**config.mk**
```make
export PLATFORM = sky130hd
export DESIGN_NAME = delay_line_flow_ctrl
export DESIGN_NICKNAME = d
export VERILOG_FILES = /design/src/rtl/delay_line_flow_ctrl_pkg.sv /design/src/rtl/delay_line_flow_ctrl_valid_bit_shift.sv /design/src/rtl/delay_line_flow_ctrl.sv
export SDC_FILE = /design/constraint.sdc
export NUM_CORES = 1
export LEC_CHECK = 0
export ABC_AREA = 1
export CORE_AREA = 5 5 42 44
export DETAILED_ROUTE_END_ITERATION = 7
export DIE_AREA = 0 0 47 49
export HOLD_SLACK_MARGIN = 0.06
export PLACE_DENSITY = 0.72
export SLEW_MARGIN = 0
export SYNTH_ARGS = -nofsm -noshare
export SYNTH_HDL_FRONTEND = slang
export SYNTH_HIERARCHICAL = 1
export SYNTH_SLANG_ARGS = --single-unit
```
**constraint.sdc**
```tcl
create_clock -name clk -period 1.7 [get_ports clk]
set_input_delay 0.17 -clock clk [delete_from_list [all_inputs] [get_ports clk]]
set_output_delay 0.17 -clock clk [all_outputs]
set_load 0.05 [all_outputs]
```
**src/rtl/delay_line_flow_ctrl_pkg.sv**
```systemverilog
`timescale 1ns/1ps
`default_nettype none
// ============================================================================
//  Module      : delay_line_flow_ctrl_pkg
//  Description : Shared definitions for the delay-line flow controller.
//                Provides the 2-bit controller state encoding
//                (ST_IDLE / ST_RUN / ST_FLUSH / ST_CLEAR) and the legal
//                range of the DELAY parameter.
//  Revision    : 1.0 - initial release
// ============================================================================
package delay_line_flow_ctrl_pkg;

    typedef enum logic [1:0] {
        ST_IDLE  = 2'd0,
        ST_RUN   = 2'd1,
        ST_FLUSH = 2'd2,
        ST_CLEAR = 2'd3
    } ctrl_state_t;

    localparam int DELAY_MIN = 1;
    localparam int DELAY_MAX = 4096;

endpackage : delay_line_flow_ctrl_pkg
`default_nettype wire

```
**src/rtl/delay_line_flow_ctrl_valid_bit_shift.sv**
```systemverilog
`timescale 1ns/1ps
`default_nettype none
// ============================================================================
//  Module      : valid_bit_shift
//  Description : DEPTH x 1-bit shift register shadowing the external delay
//                line. Stage 0 loads din on each enabled cycle, every other
//                stage takes its predecessor. The last stage is the tail tap.
//  Ports       : clk  - clock
//                grst - synchronous active-high reset
//                en   - advance one stage
//                clr  - synchronous clear of all stages (wins over en)
//                din  - valid bit entering stage 0
//                tail - valid bit of the last stage
//  Revision    : 1.0 - initial release
// ============================================================================
module valid_bit_shift #(
    parameter int DEPTH = 4
) (
    input  logic clk,
    input  logic grst,
    input  logic en,
    input  logic clr,
    input  logic din,
    output logic tail
);

    logic [DEPTH-1:0] bits;

    // A single-stage line has no predecessor slice, so it gets its own branch.
    generate
        if (DEPTH == 1) begin : g_single
            always_ff @(posedge clk) begin
                if (grst || clr) begin
                    bits <= '0;
                end else if (en) begin
                    bits <= din;
                end
            end
        end else begin : g_chain
            always_ff @(posedge clk) begin
                if (grst || clr) begin
                    bits <= '0;
                end else if (en) begin
                    bits <= {bits[DEPTH-2:0], din};
                end
            end
        end
    endgenerate

    assign tail = bits[DEPTH-1];

endmodule : valid_bit_shift
`default_nettype wire

```
**src/rtl/delay_line_flow_ctrl.sv**
```systemverilog
`timescale 1ns/1ps
`default_nettype none
// ============================================================================
//  Module      : delay_line_flow_ctrl
//  Description : Valid/ready flow controller for one enable-gated external
//                delay line of DELAY stages. Drives the line's enable and
//                clear, tracks per-stage validity, supports back-pressure,
//                bubble-injecting flush and synchronous clear.
//  Ports       : clk, grst              - clock, sync active-high reset
//                in_valid / in_ready    - producer handshake
//                out_valid / out_ready  - consumer handshake
//                flush_req, clr_req     - drain / discard requests (pulses)
//                dl_en, dl_rst          - delay-line advance / clear
//                occupancy              - valid samples held in the line
//                flush_done             - pulse on flush completion
//                busy                   - controller not idle
//  Revision    : 1.0 - initial release
// ============================================================================
module delay_line_flow_ctrl
    import delay_line_flow_ctrl_pkg::*;
#(
    parameter int DELAY = 4,
    parameter bit TIMED = 1'b0
) (
    input  logic                         clk,
    input  logic                         grst,
    input  logic                         in_valid,
    output logic                         in_ready,
    output logic                         out_valid,
    input  logic                         out_ready,
    input  logic                         flush_req,
    input  logic                         clr_req,
    output logic                         dl_en,
    output logic                         dl_rst,
    output logic [$clog2(DELAY+1)-1:0]   occupancy,
    output logic                         flush_done,
    output logic                         busy
);

    localparam int OCC_W = $clog2(DELAY + 1);

    ctrl_state_t      state;
    ctrl_state_t      state_nx;
    logic             tail_v;
    logic             stall;
    logic             accepting;
    logic             push;
    logic             pop;
    logic             advance;
    logic             clr_now;
    logic [OCC_W-1:0] occ_nx;

    // Only IDLE and RUN take new samples; a stalled tail blocks everything.
    assign stall     = tail_v & ~out_ready;
    assign accepting = (state == ST_IDLE) || (state == ST_RUN);
    assign in_ready  = ~stall & accepting;
    assign push      = in_valid & in_ready;

    always_comb begin
        advance = 1'b0;
        case (state)
            ST_IDLE, ST_RUN: begin
                if (TIMED) begin
                    advance = ~stall & (in_valid | (occupancy != '0));
                end else begin
                    advance = push;
                end
            end
            ST_FLUSH: advance = ~stall;
            default:  advance = 1'b0;
        endcase
    end

    assign pop = advance & tail_v;

    always_comb begin
        occ_nx = occupancy;
        if (push && !pop) begin
            occ_nx = occupancy + OCC_W'(1);
        end else if (pop && !push) begin
            occ_nx = occupancy - OCC_W'(1);
        end
    end

    // Contents are discarded in the cycle clr_req is seen, and held empty
    // while the CLEAR state pulses dl_rst into the data line.
    assign clr_now = clr_req | (state == ST_CLEAR);

    always_ff @(posedge clk) begin
        if (grst) begin
            occupancy <= '0;
        end else if (clr_now) begin
            occupancy <= '0;
        end else begin
            occupancy <= occ_nx;
        end
    end

    valid_bit_shift #(
        .DEPTH (DELAY)
    ) u_valid_shift (
        .clk  (clk),
        .grst (grst),
        .en   (advance),
        .clr  (clr_now),
        .din  (push),
        .tail (tail_v)
    );

    always_ff @(posedge clk) begin
        if (grst) begin
            state <= ST_IDLE;
        end else begin
            state <= state_nx;
        end
    end

    always_comb begin
        state_nx   = state;
        flush_done = 1'b0;
        case (state)
            ST_IDLE: begin
                if (flush_req) begin
                    state_nx = ST_FLUSH;
                end else if (push) begin
                    state_nx = ST_RUN;
                end
            end
            ST_RUN: begin
                if (flush_req) begin
                    state_nx = ST_FLUSH;
                end else if (occ_nx == '0) begin
                    state_nx = ST_IDLE;
                end
            end
            ST_FLUSH: begin
                if (occ_nx == '0) begin
                    state_nx   = ST_IDLE;
                    flush_done = 1'b1;
                end
            end
            default: state_nx = ST_IDLE;
        endcase
        // Clear overrides everything, including a flush completing this cycle.
        if (clr_req) begin
            state_nx   = ST_CLEAR;
            flush_done = 1'b0;
        end
    end

    assign out_valid = tail_v;
    assign dl_en     = advance;
    assign dl_rst    = (state == ST_CLEAR);
    assign busy      = (state != ST_IDLE);

endmodule : delay_line_flow_ctrl
`default_nettype wire
```
==> flow_metrics.tcl, run 1 <==
set metrics [dict create \
    status "complete, but fails checks" \
    violations "negative setup slack" \
    fin_nets 145 \
    ys_types 16 \
    clock_latency_ps 270 \
    rr_endpoint "occupancy[1]" \
    min_path_type "register to register" \
    syn_to_final_growth_pct 86.36 \
    core_um2 1401 \
    first_pass_iters 8 \
    drc 0 \
    routed_via_density 5.007 \
    yosys_warnings 6 \
    max_cap_violations 0 \
    grt_max_degree 9 \
    place_ws_ps -149.5 \
    synth.area.top_cells "dfxtp_1 31%, nand2_1 18%, nor2_1 12%" \
    gp_congestion 0.7414 \
    drive_gt1_frac 0.4559 \
    power_density_nw_per_um2 722.1 \
    finalSetupViolCount 2 \
    hold_depth 2 \
    crit_chain "inv_6 -> nor2_4 -> nand4_4 -> nand3_2 -> nand2_2 -> nor2_2 -> nand2_2 -> nor3_4 -> buf_12" \
    fin_hold_ws_ps 490.0 \
    cts.path.max_buffers 2 \
    reg2reg_slack_ps -50 \
    hp-start "u_valid_shift/bits[1]" \
    root_buffer "clkbuf_4" \
    worst-setup-path-type "register to output pin" \
    start_kind "register" \
    combPwrFrac 0.458 \
    switching_power_mw 0.3036 \
    place_area_um2 840.8 \
    irDropWorstVdd_mv 0.4936 \
    synth_cells 95 \
    crit_arrival_ps 1700 \
    slew_violations 0 \
    synth_seq_cells 9 \
    drtIter0Drc 7 \
    slew_headroom 0.6447 \
    hpwlAfterDp_mm 1.127 \
    grt_pass1_wl_mm 2.911 \
    grt_pass1_vias 718 \
    reg2regPathDepth 12 \
    die_area_um2 2303 \
    path_clk_slew_ps 70 \
    layout_common_cells "23 x nand2_1, 22 x buf_4, 17 x nor2_1" \
    cp.required_ps 1530 \
    clkPwrFrac 0.233 \
    num_vias 761 \
    synth_top_area_share 0.3117 \
    io_buffers 14 \
    synth_top_cell_by_area "dfxtp_1" \
    postLayoutCellArea_um2 1077 \
    slowest_stage "dfxtp_4" \
    start_util 0.4125 \
    overflow 0 \
    setup_ws_ps -172.6 \
    syn_area_per_cell_um2 6.085 \
    rsz0062_at_grt "true" \
    cts.sinks 9 \
    holdBufCountCts 0 \
    worst_setup_path_end_kind "output pin" \
    sw_frac_of_total 0.3903 \
    min_period_over_period 1.102 \
    intPower_mw 0.4743 \
    leakage_nw 0.5462 \
    r2r-start "state[1]" \
    worst_pin_slew_ps 532.0 \
    ant_nets 0 \
    drt_wl_total_mm 2.066 \
    clock-skew-final_ps 0.5433 \
    numCtsBuffers 3 \
    seq_area_frac_synth 0.3117 \
    setup-tns-final_ps -219.8 \
    fmax_mhz 534.0 \
    htreeDepth 1 \
    dp.cells 135 \
    die_w_um 47 \
    stdcell_count 152 \
    n_antenna_cell 0 \
    final_common_cell "nand2_1" \
    hold_end "u_valid_shift/bits[1]" \
    synthesis.nets 103 \
    worst_path_most_repeated_cell "nand2_2" \
    layout_min_cycle_time_ps 1873 \
    cts_tree "built" \
    grt_antenna_before_repair 0 \
    syn-cell-area_um2 578.1 \
    wl_per_cell_um 13.59 \
    cpPeakStageDelay_ps 390 \
    power.total_mw 0.7779 \
    fp.dieH_um 49 \
    rows 14 \
    hold_viol_final 0 \
    crit_fanout 4 \
    io_pins 15 \
    seq_power_share 0.309 \
    final_util 0.7688 \
    grt_use_total 0.1737 \
]
==> sequential cells by signal, indices dropped and copies added (netlist names) <==
name and count:
occupancy 3, u_valid_shift/bits 4, state 2
==> kinds of logic after synthesis <==
family / after synthesis / share of synthesized area
AOI/OAI and AO/OA: 6 / 0.05844
adders and majority gates: 2 / 0.04328
buffers and inverters: 18 / 0.1299
DFF: 9 / 0.3117
and+or+nand+nor: 60 / 0.4567
==> power by group through the flow <==
stage	clock (mW)	sequential (mW)	combinational (mW)
finish	0.181	0.240	0.356
global route	0.191	0.241	0.382
CTS	0.177	0.238	0.323
detailed placement	0	0.241	0.277
global placement	0	0.240	0.273
floorplan	0	0.251	0.154
==> cell usage after synthesis <==
master / number
nand2_1: 28
nor2_1: 19
inv_1: 16
dfxtp_1: 9
nand3_1: 7
a21oi_1: 5
ha_1: 2
a221oi_1: 1
buf_6: 1
inv_2: 1
nand2_2: 1
nand4_1: 1
nand4_2: 1
nor2_2: 1
nor2_4: 1
nor3_2: 1
==> worst max-delay path, delay by kind of cell, from the launching register on <==
kind,cells,cell delay [ps]
buffers and inverters,2,210
DFF,1,390
and+or+nand+nor,7,810
==> how the worst max path moves through the flow <==
stage                            start          to  slack (ps)  depth (start not counted)
after floorplan           occupancy[1]  flush_done        -300                          9
after global placement        in_valid  flush_done        -100                         12
after detailed placement      in_valid  flush_done        -150                         12
after CTS                 occupancy[1]  flush_done        -170                         10
after global routing          state[1]  flush_done        -280                          9
final                         state[1]  flush_done        -170                          9
==> layout make-up <==
class	instances	area, um^2
Inverter	17	68.82
Fill cell	108	324.1
Tap cell	16	20.02
Sequential cell	9	187.7
Clock inverter	1	5.005
Timing Repair Buffer	38	362.8
Multi-Input combinational cell	68	410.4
Clock buffer	3	22.52
==> metal layers <==
layer / global-route usage / up-vias / part of all wire / routed length (um)
li1: - / 378 / - / -
met5: 0 / - / 0 / 0
met2: 0.2805 / 25 / 0.56 / 1147
met1: 0.1885 / 343 / 0.35 / 726
met3: 0.04428 / 15 / 0.040 / 83
met4: 0.1152 / 0 / 0.053 / 109
==> timing repair <==
item | in CTS | in global routing
resized for setup | 17 | 18
buffers inserted | 11 | 3
pin swaps | 6 | 11
setup endpoints to repair | 1 | 3
No activity file was read; power rests on OpenSTA's default activity.
==> run 2, diff against run 1 <==
--- a/config.mk
+++ b/config.mk
@@ -6,9 +6,9 @@
 export NUM_CORES = 1
 export LEC_CHECK = 0
 export ABC_AREA = 1
-export CORE_AREA = 5 5 42 44
+export CORE_AREA = 10 10 47 49
 export DETAILED_ROUTE_END_ITERATION = 7
-export DIE_AREA = 0 0 47 49
+export DIE_AREA = 0 0 57 59
 export HOLD_SLACK_MARGIN = 0.06
 export PLACE_DENSITY = 0.72
 export SLEW_MARGIN = 0
==> constraint.sdc (replaced) <==
create_clock -name clk -period 2.15 [get_ports clk]
set_input_delay 0.215 -clock clk [delete_from_list [all_inputs] [get_ports clk]]
set_output_delay 0.215 -clock clk [all_outputs]
set_load 0.05 [all_outputs]
==> flow_metrics.tcl, run 2 (synthesis gave the netlist of run 1 again) <==
set metrics [dict create \
    status "complete, no violations" \
    routed_via_density 4.705 \
    layout_common_cells "26 x nand2_1, 18 x nor2_1, 16 x inv_1" \
    finalSetupViolCount 0 \
    hold_depth 2 \
    worst_pin_slew_ps 503.6 \
    fmax_mhz 501.7 \
    drc 0 \
    worst-setup-path-type "input port to output pin" \
    irDropWorstVdd_mv 0.3108 \
    min_period_over_period 0.9270 \
    cts_tree "built" \
    min_path_type "register to register" \
    cp.required_ps 1930 \
    htreeDepth 1 \
    power_density_nw_per_um2 638.0 \
    clock-skew-final_ps 6.017 \
    cp_top_family "buffers and inverters" \
    fp.dieH_um 59 \
    crit_cells 12 \
    clock_latency_ps 260 \
    crit_fanout 4 \
    fin_nets 122 \
    crit_chain "clkdlybuf4s50_1 -> inv_1 -> nand2_1 -> nand2_2 -> inv_1 -> nand3_1 -> nand2_1 -> nand2_1 -> nand2_2 -> nand2_2 -> nor3_4 -> buf_12" \
    root_buffer "clkbuf_4" \
    leakage_nw 0.3986 \
    multi_input_area_um2 336.6 \
    slowest_stage "clkdlybuf4s50_1" \
    grt_max_degree 9 \
    power.total_mw 0.5101 \
    grt_pass1_wl_mm 2.435 \
    rsz0062_at_grt "false" \
    crit_buf_inv 4 \
    start_kind "input port" \
    start_util 0.4125 \
    hold_viol_final 0 \
    grt_pass1_vias 587 \
    gp_congestion 0.7758 \
    num_vias 607 \
    setup-tns-final_ps 0 \
    numCtsBuffers 3 \
    ant_nets 0 \
    drive_gt1_frac 0.1770 \
    grt_use_total 0.08854 \
    syn_to_final_growth_pct 38.31 \
    rows 14 \
    overflow 0 \
    core_um2 1401 \
    path_clk_slew_ps 60 \
    crit_arrival_ps 1780 \
    die_w_um 57 \
    max_cap_violations 0 \
    io_buffers 14 \
    seq_area_um2 185.2 \
    slew_violations 0 \
    worst_setup_path_end_kind "output pin" \
    die_area_um2 3363 \
    drtIter0Drc 13 \
    io_pins 15 \
    layout_min_cycle_time_ps 1993 \
    grt_antenna_before_repair 0 \
    hpwlAfterDp_mm 1.116 \
    final_common_cell "nand2_1" \
    largest-register "u_valid_shift/bits" \
    reg2regPathDepth 10 \
    cpPeakStageDelay_ps 530 \
    cts.path.max_buffers 2 \
    fill_cells 143 \
    drt_wl_total_mm 1.385 \
    reg_top3 "u_valid_shift/bits x4, occupancy x3, state x2" \
    first_pass_iters 4 \
    wl_per_cell_um 10.74 \
    cts.sinks 9 \
    slew_headroom 0.6632 \
    largest_reg_flops 4 \
    n_antenna_cell 0 \
]
## run 2: per-stage QoR
stage / worst slack [ps] / area (um^2) / utilization / hold slack, ps / cells
global placement: 195.9 / 758.2 / 0.5411 / 458.0 / 125
detailed placement: 171.7 / 758.2 / 0.5411 / 475.3 / 125
floorplan: 51.45 / 584.3 / - / 360.1 / 95
finish: 156.9 / 799.5 / 0.5705 / 482.2 / 129
CTS: 143.0 / 784.5 / 0.5598 / 486.9 / 129
global route: 8.157 / 799.5 / 0.5705 / 513.8 / 129
## run 2: what timing repair did
action,in CTS,in global routing
hold buffers,0,0
resized for setup,0,8
hold endpoints to repair,0,0
setup buffers,0,0
setup endpoints to repair,0,1
## run 2: worst register-to-register path, cell delays in order, from the launching register on
cell and delay (ps):
dfxtp_2 360, inv_1 60, ha_1 300, inv_1 60
nand2_1 40, nand2_1 70, nand2_1 50, nor2_1 100
nand2_2 100, nand2_1 80, a21oi_1 60
## run 2: worst paths after layout
path | from | to | slack [ps]
min reg2reg | u_valid_shift/bits[0] | u_valid_shift/bits[0] | 480
max reg2reg | occupancy[0] | state[0] | 760
min | u_valid_shift/bits[0] | u_valid_shift/bits[0] | 480
max | out_ready | flush_done | 160
## run 2: metal layers
layer	part of all wire	GRT usage
met5	0	0
met4	0.010	0.05034
met3	0.074	0.03863
met2	0.49	0.1504
met1	0.42	0.08894
## run 2: layout make-up
type / instances / area share
clock buffer: 4 / 0.03286
inverter: 17 / 0.07981
multi-input combinational: 68 / 0.4210
sequential: 9 / 0.2316
tap: 16 / 0.02504
timing repair buffer: 15 / 0.2097
## run 2: where the power goes
group	switching (mW)	internal [mW]
sequential	0.0110	0.178
combinational	0.120	0.0702
clock	0.0593	0.0715
